**src/rtl/tt_um_seq_divider.sv**
```systemverilog
// Sequential 8-bit / 4-bit unsigned restoring divider, one quotient bit per clock.
// Optional macro DIV_DBZ_DETECT_EN: short-circuits a zero divisor to DONE with dbz flagged.
module tt_um_seq_divider (
    input  logic       clk,
    input  logic       rst_n,
    input  logic       ena,
    input  logic [7:0] ui_in,
    input  logic [7:0] uio_in,
    output logic [7:0] uo_out,
    output logic [7:0] uio_out,
    output logic [7:0] uio_oe
);

    typedef enum logic [1:0] {
        IDLE = 2'd0,
        RUN  = 2'd1,
        DONE = 2'd2
    } state_t;

    state_t     state_q, state_d;
    logic [7:0] n_q, n_d;
    logic [3:0] d_q, d_d;
    logic [4:0] p_q, p_d;
    logic [7:0] q_q, q_d;
    logic [2:0] cnt_q, cnt_d;
    logic       dbz_q, dbz_d;
    logic       busy_q, busy_d;
    logic       done_q, done_d;

    logic       start_s;
    logic       sel_s;
    logic [3:0] div_s;
    logic [4:0] trial_s;
    logic       fits_s;
    logic       dbz_hit_s;
    logic       unused_s;

    assign start_s = uio_in[4];
    assign sel_s   = uio_in[5];
    assign div_s   = uio_in[3:0];

    // n_q is shifted left each step, so its MSB is always the next dividend bit.
    assign trial_s = {p_q[3:0], n_q[7]};
    assign fits_s  = (trial_s >= {1'b0, d_q});

`ifdef DIV_DBZ_DETECT_EN
    assign dbz_hit_s = (d_q == 4'd0);
`else
    assign dbz_hit_s = 1'b0;
`endif

    assign unused_s = &{1'b0, ena, uio_in[7:6], p_q[4]};

    // Next-state and datapath update for the divider FSM.
    always_comb begin
        state_d = state_q;
        n_d     = n_q;
        d_d     = d_q;
        p_d     = p_q;
        q_d     = q_q;
        cnt_d   = cnt_q;
        dbz_d   = dbz_q;
        case (state_q)
            IDLE, DONE: begin
                if (start_s) begin
                    n_d     = ui_in;
                    d_d     = div_s;
                    p_d     = 5'd0;
                    q_d     = 8'd0;
                    cnt_d   = 3'd0;
                    dbz_d   = 1'b0;
                    state_d = RUN;
                end else begin
                    state_d = state_q;
                end
            end
            RUN: begin
                if (dbz_hit_s) begin
                    q_d     = 8'hFF;
                    p_d     = 5'h0F;
                    dbz_d   = 1'b1;
                    state_d = DONE;
                end else begin
                    p_d   = fits_s ? (trial_s - {1'b0, d_q}) : trial_s;
                    q_d   = {q_q[6:0], fits_s};
                    n_d   = {n_q[6:0], 1'b0};
                    cnt_d = cnt_q + 3'd1;
                    if (cnt_q == 3'd7) begin
                        state_d = DONE;
                    end else begin
                        state_d = RUN;
                    end
                end
            end
            default: begin
                state_d = IDLE;
            end
        endcase
        busy_d = (state_d == RUN);
        done_d = (state_d == DONE);
    end

    // State, operand and result registers; busy/done are registered from the next state.
    always_ff @(posedge clk or negedge rst_n) begin
        if (!rst_n) begin
            state_q <= IDLE;
            n_q     <= 8'd0;
            d_q     <= 4'd0;
            p_q     <= 5'd0;
            q_q     <= 8'd0;
            cnt_q   <= 3'd0;
            dbz_q   <= 1'b0;
            busy_q  <= 1'b0;
            done_q  <= 1'b0;
        end else begin
            state_q <= state_d;
            n_q     <= n_d;
            d_q     <= d_d;
            p_q     <= p_d;
            q_q     <= q_d;
            cnt_q   <= cnt_d;
            dbz_q   <= dbz_d;
            busy_q  <= busy_d;
            done_q  <= done_d;
        end
    end

    assign uo_out  = sel_s ? {dbz_q, 3'b000, p_q[3:0]} : q_q;
    assign uio_out = {done_q, busy_q, 6'b00_0000};
    assign uio_oe  = 8'b1100_0000;

endmodule
```
**config.mk**
```make
export PLATFORM = sky130hd
export DESIGN_NAME = tt_um_seq_divider
export DESIGN_NICKNAME = d
export VERILOG_FILES = /design/src/rtl/tt_um_seq_divider.sv
export SDC_FILE = /design/constraint.sdc
export NUM_CORES = 1
export LEC_CHECK = 0
export CAP_MARGIN = 20
export CORE_AREA = 3 3 62 64
export CTS_CLUSTER_DIAMETER = 150
export DETAILED_ROUTE_END_ITERATION = 12
export DIE_AREA = 0 0 65 67
export PLACE_DENSITY_LB_ADDON = 0.25
export SYNTH_ARGS = -nofsm -noshare
export SYNTH_HDL_FRONTEND = slang
export SYNTH_SLANG_ARGS = --single-unit
export TNS_END_PERCENT = 30
```
**constraint.sdc**
```tcl
create_clock -name clk -period 1.8 [get_ports clk]
set_input_delay 0.36 -clock clk [delete_from_list [all_inputs] [get_ports clk]]
set_output_delay 0.36 -clock clk [all_outputs]
set_load 0.005 [all_outputs]
```
# Word level (Yosys, flattened, before mapping)
# Index checks and enable logic that the tools add are counted.
word_totals:
  register_bits: 31
  inputBits: 19
  out_inout_bits: 24
  wordCells: 35
classes:
  addsub: 2
  order_cmp: 1
  n_eq_ne: 6
  n_mux: 13
  reduce_logical: 5
ops:
  columns: ["cell", "count"]
  rows:
  - ["$pmux 8 s2", 2]
  - ["$mux 8", 3]
  - ["$mux 4", 2]
  - ["$pmux 4 s2", 1]
  - ["$pmux 3 s2", 1]
  - ["$ge 5x4->1", 1]
  - ["$eq 2x1->1 const B", 2]
  - ["$eq 2x2->1 const B", 2]
  - ["$mux 2", 2]
  - ["$pmux 2 s2", 1]
  - ["$reduce_and 2->1", 2]
  - ["$sub 4x4->4", 1]
  - ["$add 3x1->3 const B", 1]
  - ["$eq 3x3->1 const B", 1]
  - ["$mux 3", 1]
  - ["$logic_not 2->1", 1]
  - ["$ne 2x2->1 const B", 1]
  - ["$reduce_bool 2->1", 1]
  - ["$reduce_or 2->1", 1]

# Logic depth before layout (Yosys ltp)
depth:
  word_depth: 4
  ltp_mapped: 7
  ltp_nobuf: 7

# Worst setup path before layout
# Ideal clock, no wire load.
synth_path:
  path_kind: "register to register"
  from: "register p_q[1]"
  to: "register p_q[0]"
  setup_ps: 121
  t_arrival_ps: 1553
  t_required_ps: 1679
  setup_slack_ps: 126
  path_stages_with_launch: 7
  path_buffers: 0
  period_less_slack_ps: 1674
  cell_sequence: "dfrtp_1 ha_1 or2_1 a211oi_2 a21oi_2 mux2i_1 a22o_1"
synth_via:
  elab_chain_len: 3
synth_rtl:
  columns: ["item", "line_no", "rtl"]
  rows:
  - ["start: declaration", "23", "logic [4:0] p_q, p_d;"]
  - ["start signal: assignment", "119", "p_q <= p_d;"]
  - ["$ge 5x4->1", "44", "assign fits_s = (trial_s >= {1'b0, d_q});"]
  - ["$mux 4", "84", "p_d = fits_s ? (trial_s - {1'b0, d_q}) : trial_s;"]
  - ["$pmux 4 s2", "63", "case (state_q)"]
# No other way between the ends.
# A chain may end at the register's enable or synchronous reset.

# Final worst setup path
# Ends and elaborated chain as after synthesis.

==> summary.md <==
| Metric | Value |
|---|---|
| Status | complete, no violations |
| Setup crit end kind | register |
| Hold Crit Class | in2async |
| Top cell type's share of synthesized area | 49.4% |
| Largest net degree at the start of global routing | 32 |
| Reg power frac | ~33% |
| Req. time, crit path | slightly above 2 ns |
| Post-synth cell types | 26 |
| Post-synthesis cell area | about 1600 um2 |
| DR vias/cell | roughly 4.9 |
| Combinational share of power | a little over half |
| Initial antenna violation count | 0 |
| Final min period | 1.78 ns |
| Sink Count | 31 |
| P_leak | 0.936 nW |
| Number of global-route vias before repair | around 1100 |
| Reg clk slew, reported paths | roughly 0.1 ns |
| Initial drt markers | 55 |
| Pwr/cell area | about 1900 nW/um2 |
| HPWL Detailed | 2160 um |
| Area grow syn2layout | 26.1% |
| Sw frac | 37.5% |
| Starting density of the core | 47.0% |
| Mapped Cells | 150 |
| Kind of critical path | reg2reg |
| Routed wire length | approximately 3100 um |
| Core area | 3340 um2 |
| Clk_lat worst skew | 0.33 ns |
| Synth area leader | dfrtp_1 |
| Die Y | about 67 um |
| Area post-placement | ~1800 um2 |
| Initial DRT Pass Iterations | 4 |
| Internal Power | between 2 and 2.5 mW |
| Avg Inst Size Synth | around 10 um2 |
| Root Buffer | clkbuf_4 |
| Net Switching | 1.42 mW |
| Via count | 1115 |
| Final Hold Viols | 0 |
| Gr ovfl total | 0 |
| Port buffer count | 25 |
| Average wire per standard cell | approximately 14 um |
| Startpoint types | register |
| Nets | around 210 |
| Io pins | 43 |
| Final Slew Violations | 0 |
| Synth area leaders | dfrtp_1, buf_4, a22o_1, ha_1, o21ai_0 |
| Final count of negative-setup-slack endpoints | 0 |
| Peak VDD IR | a little over 1 mV |
| Worst reg-to-reg path cell count | 7 |
| Data arrival, critical path | roughly 2 ns |
| Die extent in x | 65 um |
| # rows | 21 |
| Tot GR Track Use | between 10% and 20% |
| Post-route antenna net violation count | 0 |
| Worst-path fanout max | 5 |
| RSZ-0062 raised after global routing | yes |
| Sequential share of the synthesized area | 49.4% |
| Layout cells sized above 1 | roughly 16% |
| Die area | 4360 um2 |
| Residual DRC count | 0 |
| Diodes inserted | 0 |
| Worst Skew | between 0.007 and 0.008 ns |
| Post-layout util | between 50% and 60% |
| Post-route cell area | approximately 2000 um2 |
| CTS tree | yes |
| Clk pwr share | between 10% and 20% |
| Fill count | slightly above 300 |
| CTS buffer count | 5 |
| H-tree Lvls | 2 |
| Max frequency | between 500 and 600 MHz |
| Longest Clk Path Bufs | 2 |
| Max Cap Viol | 0 |
| Final GP Congestion | around 0.77 |
| Synth Register Bits | 31 |
| Period utilization | between 90% and 100% |
| Yosys warns | 0 |
| Global-route wire length before repair | ~5000 um |
## worst max-delay path: stages (launching register included)
cell and delay [ns]:
dfrtp_1 0.41, buf_6 0.12, ha_4 0.20, or2_1 0.22, a211oi_2 0.30, a21oi_4 0.09, mux2i_1 0.15, a22o_1 0.18
## final cells by class
cell class / count / area, um2 / share of cell area [%]
Timing Repair Buffer: 35 / 329 / 16.6
Sequential cell: 31 / 776 / 39.2
Multi-Input combinational cell: 103 / 707 / 35.7
Inverter: 6 / 22.5 / 1.14
Tap cell: 46 / 57.6 / 2.91
Clock inverter: 2 / 35.0 / 1.77
Clock buffer: 6 / 51.3 / 2.59
## synthesized netlist by cell type (all sizes together)
library cell and instances:
nand2 12, clkbuf 3, conb 2, a211oi 1, xnor2 1, a22o 13
a21oi 3, nand2b 3, or2 1, o21ai 11, o22ai 7, dfrtp 31
inv 6, mux2i 4, xor2 1, ha 6, nor2b 6, nand3b 1
nor2 13, buf 19, fa 1, mux2 4, nor4 1
## cell families (layout without fill, tap and decap cells)
logic type,after synthesis,in the layout,share of synthesized area [%]
DFF,31,31,49.4
AOI/OAI and AO/OA,35,35,15.5
muxes,8,8,5.42
adders and majority gates,7,7,6.06
buffers and inverters,28,49,10.9
and+or+nand+nor,37,37,11.0
other,2,14,0.479
xor gates and xnor gates,2,2,1.12
## path summary, 6_finish.rpt
check / startpoint / end / slack, ns
hold / removal: rst_n / p_q[1]$_DFFE_PN0P_ / 0.41
setup / recovery: p_q[1]$_DFFE_PN0P_ / p_q[0]$_DFFE_PN0P_ / 0.02
min in group clk: d_q[0]$_DFFE_PN0P_ / d_q[0]$_DFFE_PN0P_ / 0.49
hold reg to reg: d_q[0]$_DFFE_PN0P_ / d_q[0]$_DFFE_PN0P_ / 0.49
setup reg to reg: p_q[1]$_DFFE_PN0P_ / p_q[0]$_DFFE_PN0P_ / 0.02
max in group asynchronous: rst_n / q_q[6]$_DFFE_PN0P_ / 1.10
## registers in the layout (all words and copies together) (netlist names)
| register | flops |
|---|---|
| busy_q | 1 |
| d_q | 4 |
| p_q | 4 |
| q_q | 8 |
| cnt_q | 3 |
| state_q | 2 |
| n_q | 8 |
| done_q | 1 |
## layout by cell type, fill, tap and decap left out, types with 2 or more instances in the layout
master | synthesis | layout
dfrtp_1 | 31 | 31
clkdlybuf4s50_1 | 0 | 19
conb_1 | 2 | 14
a22o_1 | 13 | 13
nand2_1 | 12 | 12
nor2_1 | 12 | 12
o21ai_0 | 11 | 9
buf_4 | 17 | 9
o22ai_1 | 7 | 7
inv_1 | 6 | 6
ha_1 | 6 | 5
clkbuf_4 | 0 | 5
nor2b_1 | 6 | 4
mux2_2 | 4 | 4
mux2i_1 | 4 | 4
nand2b_1 | 3 | 3
dlygate4sd2_1 | 0 | 3
nor2b_2 | 0 | 2
a21oi_1 | 2 | 2
o21ai_1 | 0 | 2
## power by group through the flow
stage | Clock (mW) | Combinational (mW) | Sequential, mW
floorplan | 0 | 1.33 | 1.20
global placement | 0 | 1.73 | 1.25
detailed placement | 0 | 1.80 | 1.26
CTS | 0.583 | 1.85 | 1.24
global route | 0.621 | 2.20 | 1.29
finish | 0.568 | 1.98 | 1.25
## metal layers
layer / vias to the layer above / wire length (um) / global-route usage (%)
li1: 549 / - / -
met1: 532 / 1340 / 18.0
met2: 30 / 1590 / 26.8
met3: 4 / 166 / 5.56
met4: 0 / 27 / 5.54
met5: - / 0 / 0
## what timing repair did
| item | in CTS | in global routing |
|---|---|---|
| resized for setup | 7 | 11 |
| gates cloned | 0 | 0 |
| endpoints found under the setup margin | 8 | 8 |
| pin swaps | 1 | 1 |
| setup buffers | 3 | 0 |
| hold buffers | 0 | 0 |
## per-stage QoR
stage	setup WS (ns)	TNS (ns)	total power, mW	hold slack [ns]	instances
5_1_grt	-0.0371	-0.0973	4.11	0.424	229
3_5_place_dp	-0.314	-2.19	3.06	0.478	218
4_1_cts	0.0249	0	3.67	0.414	229
6_report	0.0244	0	3.79	0.414	229
2_1_floorplan	0.126	0	2.52	0.0644	162
3_3_place_gp	-0.307	-2.14	2.98	0.473	218
Power figures use the tool's default switching activity.
